--- src/rtl/seq_bin2bcd_if.sv ---
// Handshake and result bus of the sequential binary-to-BCD converter.
// The requester drives start/binary; the converter returns ready/done/bcd/overflow.
interface seq_bin2bcd_if #(
    parameter int BIN_W  = 8,
    parameter int DIGITS = 3
);
    logic                  start;
    logic [BIN_W-1:0]      binary;
    logic                  ready;
    logic                  done;
    logic [4*DIGITS-1:0]   bcd;
    logic                  overflow;

    modport master (output start, binary, input ready, done, bcd, overflow);
    modport slave  (input start, binary, output ready, done, bcd, overflow);
endinterface

--- src/rtl/seq_bin2bcd.sv ---
// Sequential double-dabble binary-to-BCD converter, one input bit per clock.
// The working register always holds enough digits for 2^BIN_W-1, so digits
// beyond DIGITS only feed the saturation (overflow) detect.
// Optional build macro: BIN2BCD_BLANK_LEADING_EN replaces leading zero digits
// above digit 0 with 4'hF (7-seg blank code) in non-saturated results.

// Single-nibble dabble correction: add 3 when the digit is 5 or more.
module seq_bin2bcd_nib (
    input  logic [3:0] d,
    output logic [3:0] q
);
    assign q = (d >= 4'd5) ? d + 4'd3 : d;
endmodule

module seq_bin2bcd #(
    parameter int BIN_W  = 8,
    parameter int DIGITS = 3
) (
    input  logic          clk,
    input  logic          rst,
    seq_bin2bcd_if.slave  bus
);
    // floor(BIN_W*log10(2))+1 digits cover 2^BIN_W-1
    localparam int FULL_DIG = (BIN_W * 30103) / 100000 + 1;
    localparam int WD       = (FULL_DIG > DIGITS) ? FULL_DIG : DIGITS;
    localparam int SR_W     = 4 * WD + BIN_W;
    localparam int CW       = $clog2(BIN_W + 1);

    typedef enum logic [1:0] {IDLE, SHIFT, DONE} state_t;

    state_t                  state, nstate;
    logic [SR_W-1:0]         sr, sr_sh;
    logic [CW-1:0]           cnt;
    logic                    last;
    logic [WD-1:0][3:0]      nib, adj, res;
    logic [DIGITS-1:0][3:0]  bcd_nx, bcd_q;
    logic                    ovf_nx, ovf_q, ready_q, done_q;
`ifdef BIN2BCD_BLANK_LEADING_EN
    logic                    lead;
`endif

    assign nib   = sr[SR_W-1:BIN_W];
    seq_bin2bcd_nib u_nib [WD-1:0] (.d(nib), .q(adj));
    assign sr_sh = {adj, sr[BIN_W-1:0]} << 1;
    assign res   = sr_sh[SR_W-1:BIN_W];
    assign last  = (cnt == CW'(BIN_W - 1));

    // Result formatting from the register as it will be after the final shift
    always_comb begin
        ovf_nx = 1'b0;
        for (int k = DIGITS; k < WD; k++)
            ovf_nx = ovf_nx | (res[k] != 4'd0);
        bcd_nx = res[DIGITS-1:0];
`ifdef BIN2BCD_BLANK_LEADING_EN
        lead = 1'b1;
        for (int k = DIGITS - 1; k >= 1; k--) begin
            if (lead && (res[k] == 4'd0)) bcd_nx[k] = 4'hF;
            else                          lead      = 1'b0;
        end
`endif
        if (ovf_nx) bcd_nx = {DIGITS{4'h9}};
    end

    // State register
    always_ff @(posedge clk) begin
        if (rst) state <= IDLE;
        else     state <= nstate;
    end

    // Next-state logic
    always_comb begin
        nstate = state;
        case (state)
            IDLE:    if (bus.start) nstate = SHIFT;
            SHIFT:   if (last)      nstate = DONE;
            DONE:    nstate = IDLE;
            default: nstate = IDLE;
        endcase
    end

    // Datapath and registered outputs; done is the registered image of DONE,
    // so it rises on the edge that returns the FSM to IDLE.
    always_ff @(posedge clk) begin
        if (rst) begin
            sr      <= '0;
            cnt     <= '0;
            bcd_q   <= '0;
            ovf_q   <= 1'b0;
            ready_q <= 1'b1;
            done_q  <= 1'b0;
        end else begin
            ready_q <= (nstate == IDLE);
            done_q  <= (state == DONE);
            case (state)
                IDLE: if (bus.start) begin
                    sr  <= SR_W'(bus.binary);
                    cnt <= '0;
                end
                SHIFT: begin
                    sr  <= sr_sh;
                    cnt <= cnt + 1'b1;
                    if (last) begin
                        bcd_q <= bcd_nx;
                        ovf_q <= ovf_nx;
                    end
                end
                default: ;
            endcase
        end
    end

    assign bus.ready    = ready_q;
    assign bus.done     = done_q;
    assign bus.bcd      = bcd_q;
    assign bus.overflow = ovf_q;
endmodule

--- src/flat_wrapper.sv ---
// flat-port wrapper written by rule: the top's interface ports become plain ports
module seq_bin2bcd_flat 
#(
    parameter int BIN_W  = 8,
    parameter int DIGITS = 3
)
  (clk, rst, bus_start, bus_binary, bus_ready, bus_done, bus_bcd, bus_overflow);
  seq_bin2bcd_if #(.BIN_W(BIN_W), .DIGITS(DIGITS)) bus_i ();
  input  logic clk;
  input  logic rst;
  input wire logic [$bits(bus_i.start)-1:0] bus_start;
  input wire logic [$bits(bus_i.binary)-1:0] bus_binary;
  output wire logic [$bits(bus_i.ready)-1:0] bus_ready;
  output wire logic [$bits(bus_i.done)-1:0] bus_done;
  output wire logic [$bits(bus_i.bcd)-1:0] bus_bcd;
  output wire logic [$bits(bus_i.overflow)-1:0] bus_overflow;
  assign bus_i.start = bus_start;
  assign bus_i.binary = bus_binary;
  assign bus_ready = bus_i.ready;
  assign bus_done = bus_i.done;
  assign bus_bcd = bus_i.bcd;
  assign bus_overflow = bus_i.overflow;
  seq_bin2bcd #(.BIN_W(BIN_W), .DIGITS(DIGITS)) u_core (.clk(clk), .rst(rst), .bus(bus_i));
endmodule
--- config.mk ---
export PLATFORM = sky130hd
export DESIGN_NAME = seq_bin2bcd_flat
export DESIGN_NICKNAME = d
export VERILOG_FILES = /design/src/rtl/seq_bin2bcd_if.sv /design/src/rtl/seq_bin2bcd.sv /design/src/flat_wrapper.sv
export SDC_FILE = /design/constraint.sdc
export NUM_CORES = 1
export LEC_CHECK = 0
export CORE_UTILIZATION = 35
export DETAILED_ROUTE_END_ITERATION = 8
export GPL_ROUTABILITY_DRIVEN = 1
export HOLD_SLACK_MARGIN = 0.15
export PLACE_DENSITY = 0.56
export SLEW_MARGIN = 40
export SYNTH_ARGS = -nofsm -noshare
export SYNTH_HDL_FRONTEND = slang
export SYNTH_HIERARCHICAL = 1
export SYNTH_SLANG_ARGS = --single-unit
--- constraint.sdc ---
create_clock -name clk -period 1.5 [get_ports clk]
set_input_delay 0.3 -clock clk [delete_from_list [all_inputs] [get_ports clk]]
set_output_delay 0.3 -clock clk [all_outputs]
set_load 0.01 [all_outputs]
* Word level (Yosys, flattened, before mapping) *
Cells that the tools add are included.

cells by class
  magnitude comparators = 3
  reductions and logical operators = 5
  equality and inequality tests = 4
  $add $sub $neg = 4
  multiplexer cells = 10

operator list
  kind                                                                count
  case mux 20 bit (2 select lines)                                    1
  2-to-1 mux 20 bit                                                   1
  greater-or-equal comparator 4 x 3 -> 1 bit (second input constant)  3
  2-to-1 mux 4 bit                                                    3
  adder 4 x 2 -> 4 bit (second input constant)                        2
  case mux 4 bit (2 select lines)                                     1
  adder 4 x 1 -> 4 bit (second input constant)                        1
  == test 4 x 3 -> 1 bit (second input constant)                      1
  logical NOT 2 bit                                                   2
  2-to-1 mux 2 bit                                                    2
  case mux 2 bit (2 select lines)                                     1
  AND reduction 2 bit                                                 2
  adder 3 x 2 -> 3 bit (second input constant)                        1
  2-to-1 mux 3 bit                                                    1
  == test 2 x 1 -> 1 bit (second input constant)                      1
  == test 2 bit (second input constant)                               1
  inequality test 2 bit (second input constant)                       1
  nonzero test 2 bit                                                  1

storage, ports and cells
  input port bits = 11
  output and inout bits = 15
  register bits = 40

* Depth between registers and ports, before layout *
  word-level depth = 4
  mapped depth = 7

* Modules after synthesis *
Netlist, hierarchy kept.

modules (own cells, without submodules)
  module           sequential area each (um2)  cells each  times used  area each (um2)
  seq_bin2bcd      800.8                       152         1           1529.0
  seq_bin2bcd_nib  0.0                         16          3           101.3

* Worst setup path after synthesis *
Ideal clock, no wire load.

  kind = reg-to-reg
  start = register u_core.cnt[0]
  end = register u_core.bcd_q (netlist bit u_core/bus.bcd[0])
  arrival time = 1.238 ns
  period minus slack after synthesis = 1.355 ns
  setup time = 0.117 ns
  setup slack = 0.145 ns
  stages on the path, launching flop included = 6
  cell sequence = dfxtp_1 > ha_1 > and3b_1 > and3b_4 > buf_6 > a22o_1

between the ends
  word-level cells in the longest chain between the ends = 2

RTL lines
  item                           RTL line            source
  start, declared                seq_bin2bcd.sv:33   logic [CW-1:0] cnt;
  start signal, assigned         seq_bin2bcd.sv:101  cnt <= cnt + 1'b1;
  == test 4 x 3 -> 1 bit         seq_bin2bcd.sv:46   assign last = (cnt == CW'(BIN_W - 1));
  AND reduction 2 bit (no line)  -
  end signal, assigned           seq_bin2bcd.sv:103  bcd_q <= bcd_nx;
  end, declared                  seq_bin2bcd.sv:36   logic [DIGITS-1:0][3:0] bcd_nx, bcd_q;

Every way passes these cells.
A chain may end at the register's enable or synchronous reset.

* Worst setup path after layout *
  start = register u_core.cnt[1]
  end = register u_core.bcd_q (netlist bit u_core/bus.bcd[8])

Same word-level chain as after synthesis.

==> flow_summary.ini <==
[timing]
rsz0062_at_grt = yes
timing.hold.ws_ps = 470
finalSetupViolCount = 0
fin_skew_ps = 5.94
period_minus_slack_ps = 1450
maxSlewViolCount = 0
fin_crit_sh = 0.968
fmax_mhz = 689
finalHoldViolCount = 0

[critical_path]
worstPathMaxFanout = 6
cp-endpoint = u_core/bus.bcd[8]
crit_start = u_core/cnt[1]
cp.arrival_ps = 1640
worstSetupPathType = register to register
reg2reg_from = u_core/cnt[1]
cp_common_cell = and3b_2
path_cells = ha_2, and3b_2, buf_4, and3b_2, a22o_1
cp-start-kind = register
worst_ep_required_time_ps = 1690
r2r_cells = 5
critical_path.slowest_cell = dfxtp_2
cp-end-kind = register
crit_path_max_incr_delay_ps = 340
r2r-end = u_core/bus.bcd[8]
r2r_slack_ps = 50

[finish]
nNetsFinal = 254
drive_above_1_share = 0.215
final_cell_mix = 36 x dfxtp_1, 26 x nor2_1, 22 x buf_4
synthToLayoutAreaGrowth_pct = 34.3
layout_commonest_cell = dfxtp_1
diodes = 0

[pwr]
irDropWorstVdd_mv = 0.551
p_leak_nw = 1.17
powerDensity_nw_per_um2 = 907
power_mw = 2.21

[drt]
wirelength_um = 3840
vias = 1450
drc_errors = 0
drt-vias-per-instance = 4.77
drt_iter0_drc = 53
wl_per_cell_um = 12.6
ant_nets = 0
drt_first_pass_iters = 4

[die]
num_rows = 25
die-area_um2 = 5470
fp.coreArea_um2 = 4850
start_util = 0.374
die_x_um = 74.0
die_y_um = 74.0
ioPinCount = 26

[hold_path]
min_path_type = register to register

[logic_synthesis]
syn_area_um2 = 1810
syn_nets = 214
postSynthAreaPerCell_um2 = 9.25
synthCells = 196
yosysWarnings = 6

[clocking]
cts_buffer_depth = 2
clk_latency_ps = 290
h-tree-depth = 2
root_buffer = clkbuf_8
cts_tree = built
cts-hold-fix-buffers = 0
clk_pin_slew_worst_paths_ps = 80
cts_sinks = 40
cts_buffers = 5

[status]
status = finished clean

[grt]
grt_first_pass_wirelength_um = 6400
grt_use_total = 0.154
grt_overflow = 0
grt_max_degree = 18
antenna_found_initial = 0
grt_pass1_vias = 1423

[placement]
place.detailed.hpwl_um = 2550
place.gp.congestion = 0.720
numPortBuffers = 24

[flow_run]
cap_violations = 0
[registers in the layout, indices dropped and copies added (netlist names)]
signal,cells
u_core/bus.done,1
u_core/state,2
u_core/cnt,4
u_core/bus.ready,1
u_core/sr,20
u_core/bus.bcd,12
[cell type report]
type	instances	area, um2
Timing Repair Buffer	46	435
Sequential cell	40	806
Multi-Input combinational cell	136	968
Clock buffer	5	68.8
Inverter	7	26.3
Tap cell	67	83.8
Clock inverter	3	46.3
Fill cell	472	2410
[critical path: cells and delay by family (launching register included)]
family / cells / cell delay, ps
AND/OR/NAND/NOR: 2 / 470
flip-flops: 1 / 340
AO/OA/AOI/OAI: 1 / 220
adder cells (fa/ha/maj): 1 / 170
buffers and inverters: 1 / 150
[metal layers]
| layer | GRT usage | routed length (um) | share of wire |
|---|---|---|---|
| met4 | 0.0620 | 46 | 0.012 |
| met5 | 0 | 0 | 0 |
| met2 | 0.237 | 1720 | 0.45 |
| met3 | 0.0407 | 144 | 0.037 |
| met1 | 0.205 | 1940 | 0.50 |
[repair_timing]
action | 4_1_cts | 5_1_grt
setup endpoints to repair | 14 | 30
pin swaps | 2 | 9
gates resized for setup | 3 | 26
buffers inserted | 0 | 2
gates cloned | 0 | 1
[power by group]
part           total [mW]  switching, mW  internal, mW  leakage, nW
Sequential           1.10         0.0144          1.09        0.327
Clock               0.900          0.399         0.501       0.0548
Combinational       0.207         0.0991         0.108        0.786
[how the worst min path moves through the flow]
stage | startpoint | end | slack (ps) | cells past startpoint
floorplan | u_core/sr[0] | u_core/sr[0] | 450 | 2
global placement | u_core/bus.bcd[3] | u_core/bus.bcd[3] | 460 | 1
detailed placement | u_core/bus.bcd[7] | u_core/bus.bcd[7] | 460 | 1
CTS | u_core/bus.bcd[6] | u_core/bus.bcd[6] | 480 | 1
global route | u_core/bus.bcd[4] | u_core/bus.bcd[4] | 490 | 1
finish | u_core/bus.bcd[6] | u_core/bus.bcd[6] | 470 | 1
[through the flow]
step	utilization	cells	TNS, ps	instance area [um2]	worst slack [ps]
CTS	0.480	301	0	2330	3.74
finish	0.502	304	0	2430	47.7
detailed placement	0.454	293	-3900	2200	-143
floorplan	-	196	0	1810	145
global route	0.502	304	-35.9	2430	-33.3
global placement	0.454	293	-4200	2200	-144
No activity file was read; power rests on OpenSTA's default activity.
